==> config.mk <==
export PLATFORM = sky130hd
export DESIGN_NAME = ys_poly_small_diff3
export DESIGN_NICKNAME = d
export VERILOG_FILES = /design/src/rtl/ys_poly_small_diff3_pkg.sv /design/src/rtl/ys_poly_small_skid2.sv /design/src/rtl/ys_poly_small_diff3.sv
export SDC_FILE = /design/constraint.sdc
export NUM_CORES = 1
export LEC_CHECK = 0
export CORE_UTILIZATION = 56
export DETAILED_ROUTE_END_ITERATION = 8
export PLACE_DENSITY = 0.81
export SYNTH_ARGS = -nofsm -noshare
export SYNTH_HDL_FRONTEND = slang
export SYNTH_SLANG_ARGS = --single-unit
export TNS_END_PERCENT = 10
==> constraint.sdc <==
create_clock -name clk -period 3.9 [get_ports clk]
set_input_delay 0.78 -clock clk [delete_from_list [all_inputs] [get_ports clk]]
set_output_delay 0.78 -clock clk [all_outputs]
set_load 0.02 [all_outputs]
==> src/rtl/ys_poly_small_diff3_pkg.sv <==
// Shared constants, FSM encoding and lane arithmetic for the mode-3 poly_small
// difference feeder.
package ys_poly_small_diff3_pkg;

    localparam int NTRU_N = 701;
    localparam int DW_13  = 13;
    localparam int DW_PH  = 26;
    localparam int NW     = (NTRU_N + 1) / 2;
    localparam int AW     = 9;
    localparam int SKW    = DW_PH + AW + 1;

    localparam logic [1:0]    MODE_3    = 2'd3;
    localparam logic [AW-1:0] LAST_ADDR = AW'(NW - 1);

    typedef enum logic [1:0] {
        ST_IDLE  = 2'd0,
        ST_RUN   = 2'd1,
        ST_DRAIN = 2'd2,
        ST_DONE  = 2'd3
    } state_t;

    // Wrapping 13-bit difference a - b.
    function automatic logic [DW_13-1:0] sub13(input logic [DW_13-1:0] a,
                                               input logic [DW_13-1:0] b);
        return a - b;
    endfunction

endpackage

==> src/rtl/ys_poly_small_skid2.sv <==
// Generic two-slot valid/ready buffer: an output register backed by one skid
// entry. The producer must respect the occupancy reported on count.
module ys_poly_small_skid2 #(
    parameter int W = 8
) (
    input  logic         clk,
    input  logic         rst,
    input  logic         clr,
    input  logic         in_vld,
    input  logic [W-1:0] in_data,
    output logic         out_vld,
    output logic [W-1:0] out_data,
    input  logic         out_rdy,
    output logic [1:0]   count
);

    logic         out_vld_r;
    logic         skid_vld_r;
    logic [W-1:0] out_data_r;
    logic [W-1:0] skid_data_r;
    logic         pop_s;

    assign pop_s = out_vld_r && out_rdy;

    // Slot update: the skid entry drains into the output register first so
    // words leave in arrival order.
    always_ff @(posedge clk) begin
        if (rst) begin
            out_vld_r   <= 1'b0;
            skid_vld_r  <= 1'b0;
            out_data_r  <= '0;
            skid_data_r <= '0;
        end else if (clr) begin
            out_vld_r  <= 1'b0;
            skid_vld_r <= 1'b0;
        end else if (!out_vld_r || pop_s) begin
            if (skid_vld_r) begin
                out_data_r <= skid_data_r;
                out_vld_r  <= 1'b1;
                skid_vld_r <= in_vld;
                if (in_vld) begin
                    skid_data_r <= in_data;
                end
            end else begin
                out_vld_r <= in_vld;
                if (in_vld) begin
                    out_data_r <= in_data;
                end
            end
        end else if (in_vld) begin
            skid_vld_r  <= 1'b1;
            skid_data_r <= in_data;
        end
    end

    assign out_vld  = out_vld_r;
    assign out_data = out_data_r;
    assign count    = {1'b0, out_vld_r} + {1'b0, skid_vld_r};

endmodule

==> src/rtl/ys_poly_small_diff3.sv <==
// Mode-3 poly_small feeder: streams ram1 words and emits per-lane coefficient
// differences g[i-1] - g[i] (mod 2^13) through a 2-slot credit-managed buffer.
module ys_poly_small_diff3
    import ys_poly_small_diff3_pkg::*;
(
    input  logic             clk,
    input  logic             rst,
    input  logic             start,
    output logic             ram1_ena,
    output logic [AW-1:0]    ram1_addra,
    input  logic [DW_PH-1:0] ram1_douta,
    output logic [DW_PH-1:0] diff_out,
    output logic [AW-1:0]    diff_addr,
    output logic             f_ctr,
    output logic             diff_vld,
    input  logic             diff_rdy,
    output logic             busy,
    output logic             done
);

    state_t             state_r;
    state_t             state_nxt_s;
    logic [AW-1:0]      addr_r;
    logic [AW-1:0]      rd_addr_r;
    logic               inflight_r;
    logic [DW_13-1:0]   prev_r;
    logic               busy_r;
    logic               done_r;

    logic               clr_s;
    logic               xfer_s;
    logic               issue_s;
    logic [1:0]         occ_s;
    logic [2:0]         load_s;
    logic [DW_13-1:0]   lane0_s;
    logic [DW_13-1:0]   lane1_s;
    logic [SKW-1:0]     push_data_s;
    logic [SKW-1:0]     out_data_s;
    logic               out_vld_s;

    assign clr_s  = (state_r == ST_IDLE) && start;
    assign xfer_s = out_vld_s && diff_rdy;

    // A slot freed by this cycle's transfer is already available to a new read.
    assign load_s  = {1'b0, occ_s} - {2'b00, xfer_s} + {2'b00, inflight_r};
    assign issue_s = (state_r == ST_RUN) && (load_s < 3'd2);

    // Lane differences for the word returning from ram1 this cycle.
    always_comb begin
        lane0_s = sub13(prev_r, ram1_douta[DW_13-1:0]);
        if (rd_addr_r == LAST_ADDR) begin
            lane1_s = 13'd0;
        end else begin
            lane1_s = sub13(ram1_douta[DW_13-1:0], ram1_douta[DW_PH-1:DW_13]);
        end
        push_data_s = {(rd_addr_r == {AW{1'b0}}), rd_addr_r, lane1_s, lane0_s};
    end

    // Next-state logic for the mode-3 control sequence.
    always_comb begin
        state_nxt_s = state_r;
        case (state_r)
            ST_IDLE: begin
                if (start) begin
                    state_nxt_s = ST_RUN;
                end else begin
                    state_nxt_s = ST_IDLE;
                end
            end
            ST_RUN: begin
                if (issue_s && (addr_r == LAST_ADDR)) begin
                    state_nxt_s = ST_DRAIN;
                end else begin
                    state_nxt_s = ST_RUN;
                end
            end
            ST_DRAIN: begin
                if (xfer_s && (diff_addr == LAST_ADDR)) begin
                    state_nxt_s = ST_DONE;
                end else begin
                    state_nxt_s = ST_DRAIN;
                end
            end
            ST_DONE: begin
                state_nxt_s = ST_IDLE;
            end
            default: begin
                state_nxt_s = ST_IDLE;
            end
        endcase
    end

    // State register plus the registered busy/done status.
    always_ff @(posedge clk) begin
        if (rst) begin
            state_r <= ST_IDLE;
            busy_r  <= 1'b0;
            done_r  <= 1'b0;
        end else begin
            state_r <= state_nxt_s;
            busy_r  <= (state_nxt_s == ST_RUN) || (state_nxt_s == ST_DRAIN);
            done_r  <= (state_nxt_s == ST_DONE);
        end
    end

    // Read address counter and the single-cycle in-flight tracker.
    always_ff @(posedge clk) begin
        if (rst) begin
            addr_r     <= '0;
            rd_addr_r  <= '0;
            inflight_r <= 1'b0;
        end else begin
            inflight_r <= issue_s;
            if (clr_s || (state_r == ST_DONE)) begin
                addr_r <= '0;
            end else if (issue_s) begin
                addr_r    <= addr_r + 9'd1;
                rd_addr_r <= addr_r;
            end
        end
    end

    // prev carries g[2k-1] into the next word; it follows RAM returns only.
    always_ff @(posedge clk) begin
        if (rst || clr_s) begin
            prev_r <= '0;
        end else if (inflight_r) begin
            prev_r <= ram1_douta[DW_PH-1:DW_13];
        end
    end

    ys_poly_small_skid2 #(
        .W (SKW)
    ) u_skid (
        .clk      (clk),
        .rst      (rst),
        .clr      (clr_s),
        .in_vld   (inflight_r),
        .in_data  (push_data_s),
        .out_vld  (out_vld_s),
        .out_data (out_data_s),
        .out_rdy  (diff_rdy),
        .count    (occ_s)
    );

    assign ram1_ena   = issue_s;
    assign ram1_addra = addr_r;
    assign diff_out   = out_data_s[DW_PH-1:0];
    assign diff_addr  = out_data_s[DW_PH+AW-1:DW_PH];
    assign f_ctr      = out_vld_s && out_data_s[SKW-1];
    assign diff_vld   = out_vld_s;
    assign busy       = busy_r;
    assign done       = done_r;

endmodule

# Yosys cells after proc, flatten, opt, wreduce, memory -nomap -nowiden
# Cells that the tools add are included.
# classes
n_addsub	6
n_mul	0
div	0
magnitude_cmp	1
eq_ne	10
n_shift	0
n_mux	14
bitwise	2
n_reduce_logical	20
# op_table
operator	n
2-to-1 mux 36 bit	5
equality test 9 bit, second input constant	3
subtractor 13 bit	2
2-to-1 mux 13 bit	1
adder 9 x 1 -> 9 bit, second input constant	1
logical NOT 9 bit	1
equality test 2 bit, second input constant	4
case mux 2 bit (4 select lines)	1
logical AND 1 bit	6
2-to-1 mux 1 bit	6
equality test 2 x 1 -> 1 bit, second input constant	2
logical OR 1 bit	4
AND reduction 2 bit	2
nonzero test 2 bit	2
OR reduction 2 bit	2
adder 3 x 1 -> 3 bit	1
< comparator 3 x 2 -> 1 bit, second input constant	1
AND reduction 3 bit	1
subtractor 2 x 1 -> 3 bit	1
adder 1 x 1 -> 2 bit	1
logical NOT 2 bit	1
2-to-1 mux 2 bit	1
!= test 2 x 1 -> 1 bit, second input constant	1
NOT 1 bit	2
logical NOT 1 bit	1
# totals
reg_bits	110
latch_bits	0
ramBits	0
romBits	0
input_bits	30
out_inout_bits	49
wordCells	64
memories	0

# Longest topological paths before layout
# logic_depth
ltp_word	10
ltp_mapped	12

# By module
# Synthesis repeated with hierarchy kept, for this count alone.
# hier_totals
cells_unflattened	702
area_unflattened_um2	6393.6
# by_module_without_submodules
mod	n_inst	cells_each	area_each_um2
ys_poly_small_skid2	1	335	3513.4
ys_poly_small_diff3	1	367	2880.3

# Worst setup path after synthesis
# OpenSTA, ideal clock, no wires.
# synth_timing
kind	input port to output port
from	in diff_rdy
to	out ram1_ena
arrival_ns	2.321
slack_ns	0.799
stages	8
path_buffers	1
path_cell_list	and2_1 > ha_1 > inv_1 > ha_1 > a21oi_4 > xnor2_1 > nor2_1 > buf_2
# synth_via
elab_chain_len	5
# synth_lines
element	line	source
start, declared	ys_poly_small_diff3.sv:16	input logic diff_rdy,
logical AND 1 bit	ys_poly_small_diff3.sv:42	assign xfer_s = out_vld_s && diff_rdy;
subtractor 2 x 1 -> 3 bit	ys_poly_small_diff3.sv:45	assign load_s = {1'b0, occ_s} - {2'b00, xfer_s} + {2'b00, inflight_r};
adder 3 x 1 -> 3 bit	ys_poly_small_diff3.sv:45	
< comparator 3 x 2 -> 1 bit	ys_poly_small_diff3.sv:46	assign issue_s = (state_r == ST_RUN) && (load_s < 3'd2);
logical AND 1 bit	ys_poly_small_diff3.sv:46	
end, declared	ys_poly_small_diff3.sv:9	output logic ram1_ena,
# Every way passes these cells.

# Worst setup path in the final report
# Ends and elaborated chain as after synthesis.

==> summary.txt <==
Layout
  – Multi-input logic area: approximately 0.0033 sq mm
  – Register area: between 0.002 and 0.0025 sq mm
  – Antenna diodes: 0
  – Share of layout cells above drive strength 1: 5.82%
  – Finished Layout Cells: 909
  – Fillers: 917
  – Area grow syn2layout: 13.0%
  – Final #Nets: slightly above 800

Global routing
  – GRT Overall Usage: between 20% and 30%
  – First-pass GRT wire length: around 23 mm
  – Largest net degree at the start of global routing: 58
  – Vias in the first global route: approximately 4,800
  – Initial antenna violation count: 0
  – Global route overflow: 0

Clock tree
  – TritonCTS clock tree: built
  – H-tree level count: 3
  – Sink Count: 110
  – Clock tree buffer depth: 2
  – Clk Latency, worst-skew pair: 390 ps
  – Post-CTS Resized: 0
  – # hold bufs at CTS: 0
  – TritonCTS buffer count: 9
  – Clock root cell: clkbuf_8
  – Post-CTS setup buffers: 0
  – CTS clk-pin slew, worst paths: around 100 ps

Placed design
  – Inst Count DP: 893
  – IO Port Bufs: 78
  – Routability Congestion: 0.870
  – HPWL Detailed: 10.6 mm

Worst setup path
  – Buf/Inv on CP: 3
  – CP Launch Point: diff_rdy
  – CP Data Arrival Time: 2980 ps
  – Critical Path Fanout Max: 2
  – Crit path largest cell delay: 620 ps
  – Setup crit end: ram1_ena
  – R2R Path End: u_skid.out_data[13]
  – Startpoint Class: input port
  – Cells along the critical path: clkdlybuf4s50_1 -> and2_1 -> ha_1 -> inv_1 -> ha_1 -> a21oi_4 -> xnor2_1 -> nor2_1 -> clkdlybuf4s50_1
  – Setup CP Type: in -> out
  – Crit. End Element: output pin
  – Crit path required time: 3120 ps
  – Max stage delay cell, worst path: clkdlybuf4s50_1
  – Flop2flop setup slack: 1140 ps
  – RR Startpoint: u_skid.skid_vld_r
  – CP delay by family, top: buffers and inverters
  – Critical path depth: 9
  – R2r worst-path depth: 7

STA
  – Setup tns final: 0 ps
  – Tmin final: 3760 ps
  – Max_slew headroom: 23.7%
  – Final setup fails: 0
  – Final setup skew: 8.47 ps
  – Tcrit/Tclk final: a little over nine tenths
  – Max Fclk: 266 MHz
  – Max Slew Vio Count: 0
  – Final hold vios: 0
  – RSZ-0062 raised after global routing: false
  – Worst-margin pin slew: roughly 1100 ps

Logic synthesis
  – Synthesis Warnings: 0
  – Syn Area/Cell: 8.16 sq um
  – Synthesized cell area: around 0.0061 sq mm
  – Flops & latches, synth: 110
  – Cell taking the most area after synthesis: dfxtp_1
  – Synthesized Nets: 804
  – Synth cell count leaders: dfxtp_1 (110), nand2_1 (78), nor2_1 (71)
  – Register area share after synthesis: 36.3%
  – Post-synth EDFFs: 0
  – Dominant cell by count in the synthesized netlist: dfxtp_1
  – Yosys cell types: between 60 and 70
  – Synth top area share: 36.3%
  – Synth async-reset ratio: 0%
  – Most used DFF post-synth: dfxtp_1
  – Ranking of synthesized cells by area: dfxtp_1 (36%), ha_1 (6.0%), a21oi_1 (5.2%), nand2_1 (4.8%), mux2i_1 (4.6%)
  – Syn Inst Count: 743

Power and ir drop
  – Pleak: around 2.6 nW
  – Power per standard cell area: 334 mW/mm^2
  – VDD IR-drop max: 0.190 mV
  – Tot Pwr: 2.29 mW

Floorplan
  – Site row count: 37
  – Core area: 0.0104 sq mm
  – I/O pin cnt: 79
  – Die Wd: 106 um
  – Die Y: 106 um
  – Starting Density: around three fifths
  – Die Area: about 0.011 sq mm

Route
  – WL final: 14.2 mm
  – Routed length per instance: 15.6 um
  – 1st-pass router iterations: 5
  – Antenna viol nets, final: 0
  – DRT iter0 DRCs: 270
  – Vias per inst: 5.78
  – DR vias: around 5,300
  – DRC: 0

Hold path
  – Type of the most critical hold path: reg -> reg

Run
  – Max-Cap Viols: 0

Status
  – Status: complete, no violations
==> per-stage QoR <==
step	setup WS (ps)	hold slack (ps)	utilization (%)	area (sq um)
finish	139	461	65.8	6850
global route	36.7	482	65.8	6850
CTS	132	460	65.8	6850
detailed placement	150	442	64.0	6670
global placement	176	434	64.0	6670
floorplan	799	425	-	6060
==> cell usage in the layout, fill, tap and decap left out, drive strengths merged, types with 7 or more instances in the layout <==
master | netlist | routed
a211oi | 18 | 18
a21oi | 64 | 64
and2 | 10 | 10
buf | 55 | 14
clkbuf | 22 | 13
clkdlybuf4s50 | 0 | 77
dfxtp | 110 | 110
ha | 29 | 29
inv | 35 | 37
mux2i | 28 | 28
nand2 | 78 | 78
nand3 | 18 | 18
nand4 | 7 | 7
nor2 | 71 | 71
nor2b | 8 | 8
nor3 | 19 | 19
o21ai | 54 | 54
xnor2 | 11 | 11
xor2 | 16 | 16
==> power by group <==
part | switching, mW | internal (mW)
Clock | 0.393 | 0.273
Combinational | 0.256 | 0.189
Sequential | 0.0217 | 1.16
==> worst register-to-register path, delay by kind of cell, from the launching register on <==
kind                   cells  cell delay (ps)
AO/OA/AOI/OAI              2              280
buffers and inverters      2              900
flip-flops                 1              350
AND/OR/NAND/NOR            3             1110
==> cell type report <==
type	count	area share, %
timing repair buffer	91	12.8
clock buffer	13	2.32
tap	136	2.48
sequential	110	32.2
inverter	35	1.92
multi-input combinational	521	48.0
clock inverter	3	0.365
==> registers in the layout, indices dropped and copies added, names as in the netlist <==
name	count
busy	1
prev_r	13
state_r	2
rd_addr_r	9
ram1_addra	9
u_skid.skid_data_r	36
inflight_r	1
u_skid.out_vld	1
done	1
u_skid.skid_vld_r	1
u_skid.out_data	36
==> cells by family after synthesis <==
family          synth area share (%)
compound gates                  20.0
xor+xnor                        3.90
fa+ha+maj                       6.64
buf+inv                         9.57
flops                           36.3
mux                             4.62
simple gates                    19.0
==> metal layers <==
metal | vias up | share of wire, % | track usage [%]
met4 | 0 | 2.2 | 10.1
met2 | 179 | 44 | 40.4
met3 | 22 | 6.1 | 3.86
met1 | 2449 | 48 | 37.0
li1 | 2604 | - | -
met5 | - | 0 | 0
==> worst min-delay path by stage <==
stage / start / cells past startpoint / end
6_report: u_skid.out_data[0] / 2 / u_skid.out_data[0]
2_1_floorplan: u_skid.skid_data_r[24] / 2 / u_skid.skid_data_r[24]
3_5_place_dp: u_skid.skid_data_r[25] / 2 / u_skid.skid_data_r[25]
4_1_cts: u_skid.out_data[0] / 2 / u_skid.out_data[0]
5_1_grt: u_skid.skid_data_r[34] / 2 / u_skid.skid_data_r[34]
3_3_place_gp: u_skid.skid_data_r[24] / 2 / u_skid.skid_data_r[24]
Note: power is estimated with default switching activity, not from simulation.
